$ cat config.mk
export PLATFORM = sky130hd
export DESIGN_NAME = win_detect
export DESIGN_NICKNAME = d
export VERILOG_FILES = /design/src/rtl/connect4_pkg.sv /design/src/rtl/win_detect_line_check.sv /design/src/rtl/win_detect.sv
export SDC_FILE = /design/constraint.sdc
export NUM_CORES = 1
export LEC_CHECK = 0
export CAP_MARGIN = 20
export CORE_AREA = 5 5 172 174
export CTS_CLUSTER_DIAMETER = 40
export DETAILED_ROUTE_END_ITERATION = 8
export DIE_AREA = 0 0 177 179
export GPL_TIMING_DRIVEN = 0
export PLACE_DENSITY = 0.69
export SYNTH_ARGS = -nofsm -noshare
export SYNTH_HDL_FRONTEND = slang
export SYNTH_SLANG_ARGS = --single-unit
$ cat constraint.sdc
create_clock -name clk -period 7.2 [get_ports clk]
set_input_delay 1.8 -clock clk [delete_from_list [all_inputs] [get_ports clk]]
set_output_delay 1.8 -clock clk [all_outputs]
set_load 0.01 [all_outputs]
$ cat src/rtl/connect4_pkg.sv
// Shared board geometry, cell encoding and controller states
// for the connect-four win detector.
package connect4_pkg;

    localparam int COLS    = 7;
    localparam int ROWS    = 6;
    localparam int WIN_LEN = 4;
    localparam int CELLS   = COLS * ROWS;

    typedef enum logic [1:0] {
        EMPTY = 2'd0,
        P1    = 2'd1,
        P2    = 2'd2
    } cell_t;

    typedef enum logic [1:0] {
        IDLE   = 2'd0,
        SCAN   = 2'd1,
        REPORT = 2'd2
    } state_t;

    // Flat board, cell (c,r) lives at index c*ROWS+r.
    typedef logic [CELLS-1:0][1:0] board_t;

    // Off-board coordinates read as EMPTY so they never match a player.
    function automatic logic [1:0] cell_at(board_t b, int c, int r);
        logic [5:0] idx;
        idx = 6'(c * ROWS + r);
        if (c < 0 || c >= COLS || r < 0 || r >= ROWS)
            return EMPTY;
        return b[idx];
    endfunction

endpackage

$ cat src/rtl/win_detect_line_check.sv
// Combinational four-in-a-row test along one direction through
// an anchor cell: every window containing the anchor is tried.
import connect4_pkg::*;

module line_check (
    input  board_t     board,
    input  logic [2:0] acol,
    input  logic [2:0] arow,
    input  logic [1:0] dir,
    input  logic       player,
    output logic       match
);

    int         dx;
    int         dy;
    logic       hit;
    logic [1:0] want;

    // Slide a WIN_LEN window across the anchor along (dx,dy).
    always_comb begin
        dx    = 1;
        dy    = 0;
        hit   = 1'b0;
        match = 1'b0;
        want  = player ? P2 : P1;
        case (dir)
            2'd0:    begin dx =  1; dy = 0; end
            2'd1:    begin dx =  0; dy = 1; end
            2'd2:    begin dx =  1; dy = 1; end
            default: begin dx = -1; dy = 1; end
        endcase
        for (int k = -(WIN_LEN - 1); k <= 0; k++) begin
            hit = 1'b1;
            for (int i = 0; i < WIN_LEN; i++) begin
                if (cell_at(board,
                            int'(acol) + (k + i) * dx,
                            int'(arow) + (k + i) * dy) != want)
                    hit = 1'b0;
            end
            if (hit)
                match = 1'b1;
        end
    end

endmodule

$ cat src/rtl/win_detect.sv
// Shadow board plus a 4-direction scan run after every accepted
// coin write; reports sticky win flags, board full and errors.
import connect4_pkg::*;

module win_detect (
    input  logic       clk,
    input  logic       rst_n,
    input  logic       wen,
    input  logic [2:0] col,
    input  logic [2:0] row,
    input  logic       player,
    input  logic       clear,
    output logic       busy,
    output logic       done,
    output logic       err,
    output logic       win1,
    output logic       win2,
    output logic       full
);

    state_t     state_q;
    board_t     board_q;
    logic [5:0] cnt_q;
    logic [1:0] idx_q;
    logic [2:0] acol_q;
    logic [2:0] arow_q;
    logic       apl_q;
    logic       busy_q;
    logic       done_q;
    logic       err_q;
    logic       win1_q;
    logic       win2_q;
    logic       full_q;

    logic       in_range;
    logic       wr_ok;
    logic [5:0] wr_idx;
    logic       match;

    assign in_range = (col < 3'd7) && (row < 3'd6);
    assign wr_ok    = in_range && !win1_q && !win2_q &&
                      (cell_at(board_q, int'(col), int'(row)) == EMPTY);
    assign wr_idx   = 6'(int'(col) * ROWS + int'(row));

    line_check u_line_check (
        .board  (board_q),
        .acol   (acol_q),
        .arow   (arow_q),
        .dir    (idx_q),
        .player (apl_q),
        .match  (match)
    );

    // Write acceptance, scan sequencing, flag latching and clear.
    always_ff @(posedge clk or negedge rst_n) begin
        if (!rst_n) begin
            state_q <= IDLE;
            board_q <= '0;
            cnt_q   <= '0;
            idx_q   <= '0;
            acol_q  <= '0;
            arow_q  <= '0;
            apl_q   <= 1'b0;
            busy_q  <= 1'b0;
            done_q  <= 1'b0;
            err_q   <= 1'b0;
            win1_q  <= 1'b0;
            win2_q  <= 1'b0;
            full_q  <= 1'b0;
        end else begin
            done_q <= 1'b0;
            err_q  <= 1'b0;
            if (clear) begin
                state_q <= IDLE;
                board_q <= '0;
                cnt_q   <= '0;
                idx_q   <= '0;
                busy_q  <= 1'b0;
                win1_q  <= 1'b0;
                win2_q  <= 1'b0;
                full_q  <= 1'b0;
            end else begin
                case (state_q)
                    IDLE: begin
                        if (wen) begin
                            if (wr_ok) begin
                                board_q[wr_idx] <= player ? P2 : P1;
                                cnt_q   <= cnt_q + 6'd1;
                                acol_q  <= col;
                                arow_q  <= row;
                                apl_q   <= player;
                                idx_q   <= 2'd0;
                                busy_q  <= 1'b1;
                                state_q <= SCAN;
                            end else begin
                                err_q <= 1'b1;
                            end
                        end
                    end
                    SCAN: begin
                        if (match && !apl_q)
                            win1_q <= 1'b1;
                        if (match && apl_q)
                            win2_q <= 1'b1;
                        idx_q <= idx_q + 2'd1;
                        if (idx_q == 2'd3) begin
                            done_q  <= 1'b1;
                            full_q  <= (cnt_q == 6'(CELLS));
                            state_q <= REPORT;
                        end
                    end
                    REPORT: begin
                        busy_q  <= 1'b0;
                        state_q <= IDLE;
                    end
                    default: state_q <= IDLE;
                endcase
            end
        end
    end

    assign busy = busy_q;
    assign done = done_q;
    assign err  = err_q;
    assign win1 = win1_q;
    assign win2 = win2_q;
    assign full = full_q;

endmodule

Word level (Yosys, flattened, before mapping)
Cells that the tools add are included.
{"block": "totals", "output_inout_bits": 6, "word_cells": 307, "register_bits": 107, "in_bits": 11}
{"block": "op_classes", "mux": 104, "n_reduce_logical": 53, "addsub": 26, "n_bitwise": 1, "magnitude_cmp": 41, "n_eq_ne": 16, "mul": 12}
{"cell": "32-bit by 4-bit >= comparator with 1-bit output (second input constant)", "n": 12}
{"cell": "32-bit by 1-bit less-than comparator with 1-bit output (second input constant)", "n": 12}
{"cell": "84-bit two-way mux", "n": 4}
{"cell": "4-bit by 32-bit adder with 32-bit output", "n": 8}
{"cell": "32-bit by 3-bit multiplier with 5-bit output (second input constant)", "n": 6}
{"cell": "2-bit binary-select mux with 6-bit select", "n": 8}
{"cell": "84-bit bitwise mux", "n": 1}
{"cell": "2-bit two-way mux", "n": 34}
{"cell": "3-bit by 32-bit multiplier with 32-bit output (first input constant)", "n": 2}
{"cell": "32-bit case mux with 2 select lines", "n": 1}
{"cell": "6-bit by 7-bit less-than comparator with 1-bit output (second input constant)", "n": 8}
{"cell": "1-bit two-way mux", "n": 48}
{"cell": "6-bit adder", "n": 6}
{"cell": "1-bit negation with 32-bit output", "n": 1}
{"cell": "32-bit negation", "n": 1}
{"cell": "1-bit negation with 31-bit output", "n": 1}
{"cell": "31-bit negation", "n": 1}
{"cell": "6-bit two-way mux", "n": 4}
{"cell": "1-bit logical OR", "n": 22}
{"cell": "2-bit inequality test", "n": 7}
{"cell": "2-bit nonzero test", "n": 7}
{"cell": "2-bit demux with 6-bit select", "n": 1}
{"cell": "3-bit >= comparator (second input constant)", "n": 4}
{"cell": "3-bit AND reduction", "n": 4}
{"cell": "28 further kinds", "n": 50}

Longest topological paths before layout
{"block": "depth", "depth_word": 24, "depth_mapped": 23, "ltp_nobuf": 23}

By module
Synthesis repeated with hierarchy kept, for this count alone.
{"block": "hier_totals", "hier_cells": 1319, "area_unflattened_um2": 13721.9}
{"mod": "line_check", "area_each_um2": 7813.7, "seq_area_each_um2": 0.0, "cells_per_inst": 749, "instances": 1}
{"mod": "win_detect", "area_each_um2": 5908.2, "seq_area_each_um2": 2677.6, "cells_per_inst": 570, "instances": 1}

Worst setup path before layout
No wires, ideal clock.
{"block": "synth_timing", "kind": "reg2reg", "startpoint": "register idx_q[0]", "endpoint": "register win2_q (netlist: win2)", "arrival_time_ns": 5.576, "slack_ns": 1.548, "setup_time_ns": 0.076, "required_time_ns": 7.124, "stages_incl_launch_ff": 22, "path_cell_list": "dfrtp_1 ha_1 clkinv_1 ha_1 inv_1 ha_1 ha_1 inv_1 fa_1 inv_1 ha_1 inv_1 fa_1 inv_1 ha_1 a21oi_1 xnor3_1 mux2_2 or4b_2 o2111ai_1 a32oi_1 o21ai_1"}
{"block": "synth_between", "elab_chain_cells": 23, "elab_cells_between_ends": 132}
{"element": "start: declaration", "line": "win_detect.sv:24", "source": "logic [1:0] idx_q;"}
{"element": "start signal: assignment", "line": "win_detect.sv:105", "source": "idx_q <= idx_q + 2'd1;"}
{"element": "branches (longest 19 deep; another with 3-bit by 32-bit multiplier with 32-bit output)"}
{"element": "1-bit two-way mux (*)", "line": "win_detect_line_check.sv:40", "source": "if (hit)"}
{"element": "1-bit logical AND (*)", "line": "win_detect.sv:103", "source": "if (match && apl_q)"}
{"element": "2-bit nonzero test (no source line) (*)"}
{"element": "2-bit AND reduction (no source line) (*)"}
{"element": "end signal: assignment", "line": "win_detect.sv:68", "source": "win2_q <= 1'b0;"}
{"element": "end signal: assignment", "line": "win_detect.sv:80", "source": "win2_q <= 1'b0;"}
{"element": "end signal: assignment", "line": "win_detect.sv:104", "source": "win2_q <= 1'b1;"}
{"element": "end: declaration", "line": "win_detect.sv:32", "source": "logic win2_q;"}
Every way passes the cells marked *. The select of a mux whose other input is x is not followed.
A chain may end at the register's enable or synchronous reset.

Final worst setup path
Same ends and word-level chain as after synthesis.

==> results by stage <==
Timing:
- Between clock sinks in the finished design, the worst skew comes to 14.56 ps.
- Setup repair after global routing left no endpoint under its margin.
- The max-slew violation total from the final report is 0.
- The final critical path takes up 91.81% of the cycle.
- Headroom to the max-slew limit came out at 26.63%.
- After layout, the minimum clock period comes to 6610 ps.
- Setup total negative slack on the finished layout was measured at 0 ps.
- The pin slew with the least headroom to its limit is 1093 ps.
- The maximum clock frequency is 0.1513 GHz.
- The final number of hold-violating endpoints was 0.
- Setup violations remaining at the end of the flow were counted as 0.

Synth:
- The main combinational cell family by area after synthesis is multiplexers.
- The count of different cell masters after synthesis is 82.
- The synthesized-area fraction occupied by and/or/nand/nor cells is 13.01%.
- The number of standard cells after synthesis is 1380.
- Yosys attributes the largest share of cell area to mux4_2 20%, dfrtp_1 20%, ha_1 12%.
- The synthesized design contains 0 enable-type register cells.
- The synthesized design devotes to its leading area cell type 19.54% of total area.
- The cell area after synthesis is 13710 µm².
- Of the total synthesized cell area, the portion taken by XOR and XNOR cells is 4.224%.
- The portion of synthesized area spent on multiplexers is 26.29%.
- Sequential elements use 19.53% of the synthesized area.
- After synthesis, the mean cell area works out to 9.937 µm².
- The register bit count reported by yosys is 107.
- The fraction of the mapped netlist area in compound gates is 15.86%.
- In the synthesized netlist the async set-or-reset flop fraction comes to 100.0%.
- The top cell type by total area after synthesis is mux4_2.
- The arithmetic-cell share of the synthesized area counting full adders, half adders and majority gates is 14.95%.
- The most used flip-flop cell after synthesis is dfrtp_1.
- Yosys printed 0 warnings.
- The number of nets in the synthesized netlist is 1541.

Routing:
- In this run the remaining antenna-violating nets after routing total 0.
- The post-detailed-route DRC marker count is 0.
- In the routed layout, each cell is associated on average with a via count of 7.008.
- After detailed routing, the total wire length is 48890 µm.
- The length of the first detailed-routing pass in iterations is 7.
- After detailed routing, the average wire length per cell comes to 27.34 µm.
- The routed layout has 12531 vias.
- The number of DRC markers after the initial detailed-route iteration is 1596.

Global routing:
- Global routing used 30.75% of the available tracks.
- Entering global routing, the biggest net connects 64 pins.
- The number of antenna violations at the first check in global routing came to 0.
- The overall overflow remaining after global route is 0.
- The number of global-route vias before repair is 12088.
- The first-pass GRT wire length is 74330 µm.

Critical path:
- The worst setup path is launched from a register.
- The critical path is of the reg -> reg type.
- The worst register-to-register path has a setup slack of 590 ps.
- The endpoint arrival time on the critical path is 6890 ps.
- The top fanout value on the critical path is 14.
- Counting both buffers and inverters, the worst setup path holds a total of 6.
- The critical path's top delay family is adder cells.
- The worst setup path is captured at a register.
- The cell type of the slowest stage on the worst timing path is or4b_2.
- For the worst setup path, the data required time is 7480 ps.
- The signal on the critical path passes through ha_2 > clkinvlp_4 > ha_1 > inv_1 > ha_1 > ha_1 > inv_1 > fa_1 > inv_1 > ha_1 > inv_1 > fa_1 > inv_1 > ha_1 > xor2_1 > o21ai_0 > mux2_2 > or4b_2 > o2111ai_1 > a32oi_1 > o21ai_1.
- The worst stage delay on the critical path is 640 ps.

Placement:
- The port buffer count is 14.
- In this run, placement finished with an instance count of 1774.
- Routability-driven placement finished with a final weighted congestion of 1.025.
- The HPWL reported at the end of detailed placement is 38630 µm.
- In this run the cell area measured after placement is 14370 µm².

Finish:
- The total of fill cells in the finished design is 2541.
- The area growth from synthesis to final layout is 6.743%.
- Once layout is done, the placed cells without fillers occupy 14640 µm².
- The post-route netlist has 15.89% of its cells at a drive strength greater than 1.
- After the flow finishes, the layout carries non-filler instances totaling 1788.
- Across the whole layout, storage elements account for 2678 µm².
- The area taken by multi-input logic gates is 10200 µm².
- The repair_antennas step left the layout with diodes totalling 0.
- The most common library cell in the layout ignoring fill and taps is ha_1.
- In the layout the commonest cells are 126 x ha_1, 119 x mux4_2, 107 x dfrtp_1.
- The net count of the finished layout is 1568.

Floorplan:
- The y dimension of the die is 179 µm.
- The count of boundary I/O pins is 17.
- The die covers 31680 µm².
- Measured along the x axis, the die boundary spans 177 µm.
- In this run the core area contains 61 standard-cell rows.
- Once the floorplan was initialized, standard cells occupied 49.63% of the core.
- The standard cell core area is 27630 µm².

CTS:
- The TritonCTS sink count is 107.
- The CTS tree is built.
- The maximum clock path buffer count is 2.
- After clock tree synthesis, the clock-pin slew on the worst setup and hold paths is 80 ps.
- The number of gates resized after cts is 0.
- The H-tree was split into 3 levels.
- The root buffer cell is clkbuf_16.
- Buffers inserted during clock tree synthesis total 9.
- The count of hold buffers inserted by post-cts repair is 0.
- The clock latency reported for the late side of the worst-skew pair is 360 ps.
- After clock tree synthesis, the setup repair step added 0 buffers.

Worst hold path:
- The worst min-delay path category is reg -> reg.

Run:
- The tool flagged a number of max-cap violations equal to 0.

Outcome:
- The run finished with clean final reports.
worst register-to-register path: stages (launching register included):
cell,delay [ps]
dfrtp_1,630
ha_2,480
clkinvlp_4,370
ha_1,400
inv_1,80
ha_1,230
ha_1,280
inv_1,90
fa_1,590
inv_1,60
ha_1,280
inv_1,50
fa_1,520
inv_1,40
ha_1,310
xor2_1,450
o21ai_0,180
mux2_2,330
or4b_2,640
o2111ai_1,240
a32oi_1,170
o21ai_1,110
through the flow:
stage	setup WS, ps	util, %	hold WS [ps]
2_1_floorplan	1548	-	536.7
3_3_place_gp	114.4	51.85	539.5
3_5_place_dp	354.2	51.99	525.8
5_1_grt	150.3	52.98	590.3
6_report	589.6	52.98	540.7
4_1_cts	285.3	52.96	543.2
Yosys cell counts (all sizes together), types with 9 or more instances:
cell / instances
o32ai: 19
nand3: 35
o311ai: 17
fa: 23
nor3: 20
nand2b: 9
xnor2: 37
inv: 98
mux2i: 62
mux2: 27
o211ai: 20
buf: 45
mux4: 119
a21oi: 73
and3: 15
o21ai: 82
or3: 27
nand4: 17
ha: 127
nor2: 58
xor2: 18
clkbuf: 49
dfrtp: 107
nand2: 94
a31oi: 16
a21o: 16
logic make-up (layout without fill, tap and decap cells):
family,count (synthesis),after routing
AND/OR/NAND/NOR,341,341
AO/OA/AOI/OAI,322,322
multiplexers,208,208
buffers and inverters,193,223
adder cells (fa/ha/maj),150,150
flip-flops,107,107
XOR/XNOR,59,59
metal layers:
layer  up-vias  wire [µm]  share of wire (%)  track usage [%]
li1       5380          -                  -                -
met1      6185      18820                 38            40.40
met2       771      21980                 45            48.39
met3       195       4168                8.5            4.049
met4         0       3919                8.0            19.25
met5         -          0                  0                0
layout make-up:
| type | count | area share, % |
|---|---|---|
| Buffer | 94 | 3.222 |
| Clock buffer | 10 | 1.633 |
| Clock inverter | 4 | 0.1881 |
| Inverter | 99 | 2.564 |
| Multi-Input combinational cell | 1080 | 69.69 |
| Sequential cell | 107 | 18.29 |
| Tap cell | 378 | 3.231 |
| Timing Repair Buffer | 16 | 1.180 |
sequential cells by signal, indices dropped and copies added (netlist names), 2 cells and up:
register	count
state_q	2
arow_q	3
cnt_q	6
idx_q	2
acol_q	3
board_q	84
path summary, 6_finish.rpt:
| check | start | end | cells after the start |
|---|---|---|---|
| min in group asynchronous | rst_n | state_q[1]$_DFFE_PN0P_ | 1 |
| max in group asynchronous | rst_n | board_q[43]$_DFFE_PN0P_ | 2 |
| max reg2reg | idx_q[0]$_DFFE_PN0P_ | win2$_DFFE_PN0P_ | 21 |
| min | win1$_DFFE_PN0P_ | win1$_DFFE_PN0P_ | 2 |
| max | idx_q[0]$_DFFE_PN0P_ | win2$_DFFE_PN0P_ | 21 |
| min reg2reg | win1$_DFFE_PN0P_ | win1$_DFFE_PN0P_ | 2 |
Power is left out: the tool's default activity adds up to more than one toggle a clock period on the data nets, which glitch-free logic cannot reach.
